<file path="config.mk">
export PLATFORM = sky130hd
export DESIGN_NAME = cpu_header_strip
export DESIGN_NICKNAME = d
export VERILOG_FILES = /design/src/rtl/cpu_header_strip.sv
export SDC_FILE = /design/constraint.sdc
export NUM_CORES = 2
export LEC_CHECK = 0
export CORE_MARGIN = 5
export CORE_UTILIZATION = 30
export CTS_CLUSTER_DIAMETER = 100
export DETAILED_ROUTE_END_ITERATION = 8
export DONT_BUFFER_PORTS = 1
export GPL_TIMING_DRIVEN = 0
export PLACE_DENSITY = 0.41
export SLEW_MARGIN = 20
export SYNTH_ARGS = -nofsm -noshare
export SYNTH_HDL_FRONTEND = slang
export SYNTH_SLANG_ARGS = --single-unit
</file>
<file path="constraint.sdc">
create_clock -name clk -period 3.32 [get_ports clk]
set_input_delay 0.664 -clock clk [delete_from_list [all_inputs] [get_ports clk]]
set_output_delay 0.664 -clock clk [all_outputs]
set_load 0.005 [all_outputs]
</file>
<file path="src/rtl/cpu_header_strip.sv">
// cpu_header_strip: removes the header beat from each inbound CPU packet.
// The header's low bits become the tuser of every payload beat in that packet.
// Payload beats go out through a 2-entry skid buffer whose head drives m_axis.
module cpu_header_strip #(
  parameter int C_DATA_WIDTH  = 256,
  parameter int C_TUSER_WIDTH = 128
) (
  input  logic                      clk,
  input  logic                      rst_n,
  input  logic [C_DATA_WIDTH-1:0]   s_axis_tdata,
  input  logic [C_DATA_WIDTH/8-1:0] s_axis_tkeep,
  input  logic                      s_axis_tvalid,
  input  logic                      s_axis_tlast,
  output logic                      s_axis_tready,
  output logic [C_DATA_WIDTH-1:0]   m_axis_tdata,
  output logic [C_TUSER_WIDTH-1:0]  m_axis_tuser,
  output logic [C_DATA_WIDTH/8-1:0] m_axis_tkeep,
  output logic                      m_axis_tvalid,
  output logic                      m_axis_tlast,
  input  logic                      m_axis_tready,
  output logic [31:0]               pkt_cnt,
  output logic [31:0]               err_cnt
);

  localparam int KW = C_DATA_WIDTH / 8;

  typedef enum logic [1:0] {HDR_S, BODY_S, DROP_S} state_t;

  // One buffered payload beat. tuser travels with the beat, so a new header
  // can be latched while older beats still wait in the buffer.
  typedef struct packed {
    logic [C_DATA_WIDTH-1:0]  data;
    logic [KW-1:0]            keep;
    logic                     last;
    logic [C_TUSER_WIDTH-1:0] user;
  } beat_t;

  state_t                   state_q, state_d;
  logic [C_TUSER_WIDTH-1:0] user_q, user_d;
  beat_t                    ent0_q, ent0_d;   // head, drives m_axis
  beat_t                    ent1_q, ent1_d;
  logic [1:0]               cnt_q, cnt_d;
  logic                     s_ready_q, s_ready_d;
  logic [31:0]              pkt_cnt_q, pkt_cnt_d;
  logic [31:0]              err_cnt_q, err_cnt_d;

  logic  accept, push, pop, err_inc;
  beat_t in_beat;

  // Next-state, buffer and counter logic.
  always_comb begin
    // NOTE: every signal gets a default first so no path leaves one unassigned (no latches).
    state_d   = state_q;
    user_d    = user_q;
    ent0_d    = ent0_q;
    ent1_d    = ent1_q;
    cnt_d     = cnt_q;
    pkt_cnt_d = pkt_cnt_q;
    err_cnt_d = err_cnt_q;
    err_inc   = 1'b0;

    accept  = s_axis_tvalid && s_ready_q;
    push    = accept && (state_q == BODY_S);
    pop     = (cnt_q != 2'd0) && m_axis_tready;
    in_beat = '{data: s_axis_tdata, keep: s_axis_tkeep,
                last: s_axis_tlast, user: user_q};

    case (state_q)
      HDR_S: begin
        if (accept) begin
          if (s_axis_tlast) begin
            err_inc = 1'b1;                 // runt: header with no payload
          end else if (&s_axis_tkeep) begin
            user_d  = s_axis_tdata[C_TUSER_WIDTH-1:0];
            state_d = BODY_S;
          end else begin
            err_inc = 1'b1;                 // partial header: drop the packet
            state_d = DROP_S;
          end
        end
      end
      BODY_S:  if (accept && s_axis_tlast) state_d = HDR_S;
      DROP_S:  if (accept && s_axis_tlast) state_d = HDR_S;
      default: state_d = HDR_S;
    endcase

    case ({push, pop})
      2'b10: begin
        if (cnt_q == 2'd0) ent0_d = in_beat;
        else               ent1_d = in_beat;
        cnt_d = cnt_q + 2'd1;
      end
      2'b01: begin
        ent0_d = ent1_q;
        cnt_d  = cnt_q - 2'd1;
      end
      2'b11: begin
        if (cnt_q == 2'd1) begin
          ent0_d = in_beat;
        end else begin
          ent0_d = ent1_q;
          ent1_d = in_beat;
        end
      end
      default: ;
    endcase

    if (pop && ent0_q.last && (pkt_cnt_q != 32'hFFFF_FFFF))
      pkt_cnt_d = pkt_cnt_q + 32'd1;
    if (err_inc && (err_cnt_q != 32'hFFFF_FFFF))
      err_cnt_d = err_cnt_q + 32'd1;

    // Header/drop beats never enter the buffer, so only BODY_S needs room.
    s_ready_d = (state_d != BODY_S) || (cnt_d < 2'd2);
  end

  // State register with synchronous active-low reset.
  always_ff @(posedge clk) begin
    // NOTE: non-blocking assignments so every flop samples pre-edge values.
    if (!rst_n) begin
      state_q   <= HDR_S;
      user_q    <= '0;
      ent0_q    <= '0;
      ent1_q    <= '0;
      cnt_q     <= 2'd0;
      s_ready_q <= 1'b0;
      pkt_cnt_q <= 32'd0;
      err_cnt_q <= 32'd0;
    end else begin
      state_q   <= state_d;
      user_q    <= user_d;
      ent0_q    <= ent0_d;
      ent1_q    <= ent1_d;
      cnt_q     <= cnt_d;
      s_ready_q <= s_ready_d;
      pkt_cnt_q <= pkt_cnt_d;
      err_cnt_q <= err_cnt_d;
    end
  end

  assign s_axis_tready = s_ready_q;
  assign m_axis_tvalid = (cnt_q != 2'd0);
  assign m_axis_tdata  = ent0_q.data;
  assign m_axis_tkeep  = ent0_q.keep;
  assign m_axis_tlast  = ent0_q.last;
  assign m_axis_tuser  = ent0_q.user;
  assign pkt_cnt       = pkt_cnt_q;
  assign err_cnt       = err_cnt_q;

endmodule

</file>
==> results.tsv <==
metric	value	unit
worst skew pair latency	720	ps
mapped cell area	0.03908	mm²
Synth Area in Simple Gates	23.30	%
setup_tns	0	ps
Synth warnings	0	
PortBufs	0	
max cap viols	0	
Wirelength per Cell	24.36	µm
Clock Tree Buf Depth	3	
fmax	305.4	MHz
largest family of logic cells by synthesized area	simple AND/OR/NAND/NOR gates	
Lkg Pwr	0.01458	µW
Req. time, crit path	3910	ps
Rows	132	
Worst Tran Pin Value	1147	ps
cell with the largest stage delay on the worst path	a221oi_1	
detail-routed via count per cell	5.230	
ys flop type	dfxtp_1	
via count	35327	
Synth cell types	54	
boundary pin count	776	
Slew Viols, Final	0	
CP Capture Type	register	
syn_area_per_cell	8.220	µm²
CTS root buffer	clkbuf_16	
register area share after synthesis	52.82	%
compound-cell area share of the yosys netlist	18.24	%
antenna viol nets, final	0	
Critical Path Source Type	register	
status	finished, final reports clean	
fraction of layout cells with a size suffix above 1	7.385	%
chip height	370.9	µm
r2r worst-path depth	14	
Post-Syn Instances	4754	
Power Density	573.8	mW/mm²
top-area cell type share of the netlist area	52.82	%
drt first pass iters	5	
Setup Skew	21.48	ps
Pwr Total	26450	µW
max incr delay on CP	490	ps
VDD IR-drop max	388.2	µV
Synth Area in Adders	0.3202	%
DRC	0	
Synth Net Count	5057	
area delta synth->final	17.94	%
Final #Nets	5214	
CTS Sinks	1031	
core area	0.1295	mm²
relative slew slack	23.53	%
Post-synth EDFFs	0	
Setup CP Type	reg -> reg	
overall routing resource usage	22.81	%
Hold Violations, Final	0	
dpl hpwl	121900	µm
critical-path maximum fanout	10	
DR iter-0 viols	2432	
Die Wd	370.9	µm
Hold Path Class	in -> reg	
Tmin final	3274	ps
Worst Path Arrival	3870	ps
first-pass GRT wire length	236600	µm
Hold Path Stages	2	
mux cell area share after synthesis	0.5123	%
FFs w/ async S/R, synth	0	%
top cells by area, synth	dfxtp_1, nand2_1, a221oi_1, a21oi_1, nor3_1	
Num CTS Buffers	118	
antenna violations before repair	8	
met1 WL	68340	µm
grt ovf	0	
setup violators final	0	
routability cong.	0.8332	
worst path cell trace	inv_1 -> ha_2 -> inv_1 -> nand2_1 -> inv_1 -> ha_1 -> nand2_1 -> nand2_1 -> clkbuf_8 -> clkbuf_2 -> buf_16 -> clkbuf_2 -> a221oi_1 -> nor3_1	
htree depth	3	
Highest Signal Layer	met4	
period utilization	98.61	%
die area	0.1376	mm²
Detail Route met3 WL	14250	µm
Initial Util	30.18	%
RSZ-0062 raised after global routing	true	
vias in the first global route	33769	
Post-Route WL	164600	µm
met2 wire length	77570	µm
TritonCTS clock tree	built	
Post-Synth XOR/XNOR Area	0.02241	%
CTS clk-pin slew, worst paths	60	ps
post-synth top area cell	dfxtp_1	
Synth Register Bits	1031	
largest net degree at the start of global routing	20	
## area by class of cell
type                            count  area, µm²
Sequential cell                  1031      20640
Clock inverter                     41      543.0
Buffer                            437       1987
Fill cell                       13703      83400
Multi-Input combinational cell   3269      16680
Antenna cell                        3      7.507
Clock buffer                      178       3530
Timing Repair Buffer               39      465.4
Inverter                           15      56.30
Tap cell                         1742       2180
## flip-flops by register name, summed over array words and instances, names as in the netlist
register,cells
m_axis_tdata,256
cnt_q,2
user_q,128
m_axis_tuser,128
m_axis_tlast,1
ent1_q,417
s_axis_tready,1
pkt_cnt,32
m_axis_tkeep,32
err_cnt,32
state_q,2
## worst paths after layout
| kind | end | from | slack (ps) |
|---|---|---|---|
| min reg2reg | ent1_q[414] | ent1_q[414] | 450 |
| max reg2reg | m_axis_tdata[86] | cnt_q[1] | 50 |
| min | user_q[58] | s_axis_tdata[58] | 70 |
| max | m_axis_tdata[86] | cnt_q[1] | 50 |
## stage by stage
step	util (%)	cells	area, µm²	setup slack [ps]	hold slack (ps)
2_1_floorplan	-	4754	39080	864.3	436.1
3_3_place_gp	31.86	6496	41260	-1793	440.8
3_5_place_dp	31.98	6501	41410	-741.3	446.1
4_1_cts	35.46	6750	45920	1.173	0.1425
5_1_grt	35.59	6752	46080	-44.18	29.87
6_report	35.59	6755	46090	46.05	67.55
## where the power goes
group / switching (µW) / internal (µW) / total (µW)
Combinational: 337 / 91.1 / 428
Clock: 5540 / 8100 / 13600
Sequential: 5.83 / 12400 / 12400
Total: 5890 / 20600 / 26400
## placed cells by master (no fill, tap or decap), types with 32 or more instances in the layout
cell type,Yosys,routed
nand2_1,1146,1146
dfxtp_1,1031,1031
a21oi_1,594,594
nor2_1,435,434
nor3_1,419,419
a221oi_1,418,401
clkbuf_1,375,303
clkbuf_16,0,119
clkbuf_2,0,87
clkbuf_8,0,36
dlygate4sd3_1,0,32
## layer usage
| layer | GRT usage [%] | up-vias |
|---|---|---|
| li1 | - | 17041 |
| met1 | 28.49 | 17075 |
| met2 | 37.47 | 1014 |
| met3 | 7.541 | 197 |
| met4 | 6.777 | 0 |
| met5 | 0 | - |
## synthesized netlist by cell type (all sizes together) (5+ instances only)
| master | instances |
|---|---|
| nand2 | 1146 |
| dfxtp | 1031 |
| a21oi | 594 |
| nor2 | 435 |
| nor3 | 420 |
| a221oi | 418 |
| clkbuf | 375 |
| buf | 64 |
| nand4 | 32 |
| or4 | 30 |
| o31ai | 28 |
| nand2b | 24 |
| nand3 | 21 |
| mux2i | 20 |
| o21ai | 15 |
| inv | 14 |
| and3 | 11 |
| nor4 | 11 |
| ha | 10 |
| or3 | 9 |
| and4 | 7 |
| and2 | 6 |
| o41ai | 6 |
| o311ai | 5 |
## cell families (layout without fill, tap and decap cells)
group                    count (synthesis)  after routing
AO/OA/AOI/OAI                         1080           1080
buffers and inverters                  454            710
flip-flops                            1031           1031
multiplexers                            20             20
AND/OR/NAND/NOR                       2158           2158
XOR/XNOR                                 1              1
adder cells (fa/ha/maj)                 10             10
other                                    0              3
## critical path: cells and delay by family, from the launching register on
kind	cells	cell delay [ps]
buf+inv	7	1280
fa+ha+maj	2	500
compound gates	1	490
simple gates	4	480
flops	1	310
## timing repair
item,in CTS,in global routing
hold buffers,32,0
setup endpoints to repair,400,483
resized for setup,69,74
setup buffers,0,2
endpoints found under the hold margin,32,0
Note: power is estimated with default switching activity, not from simulation.
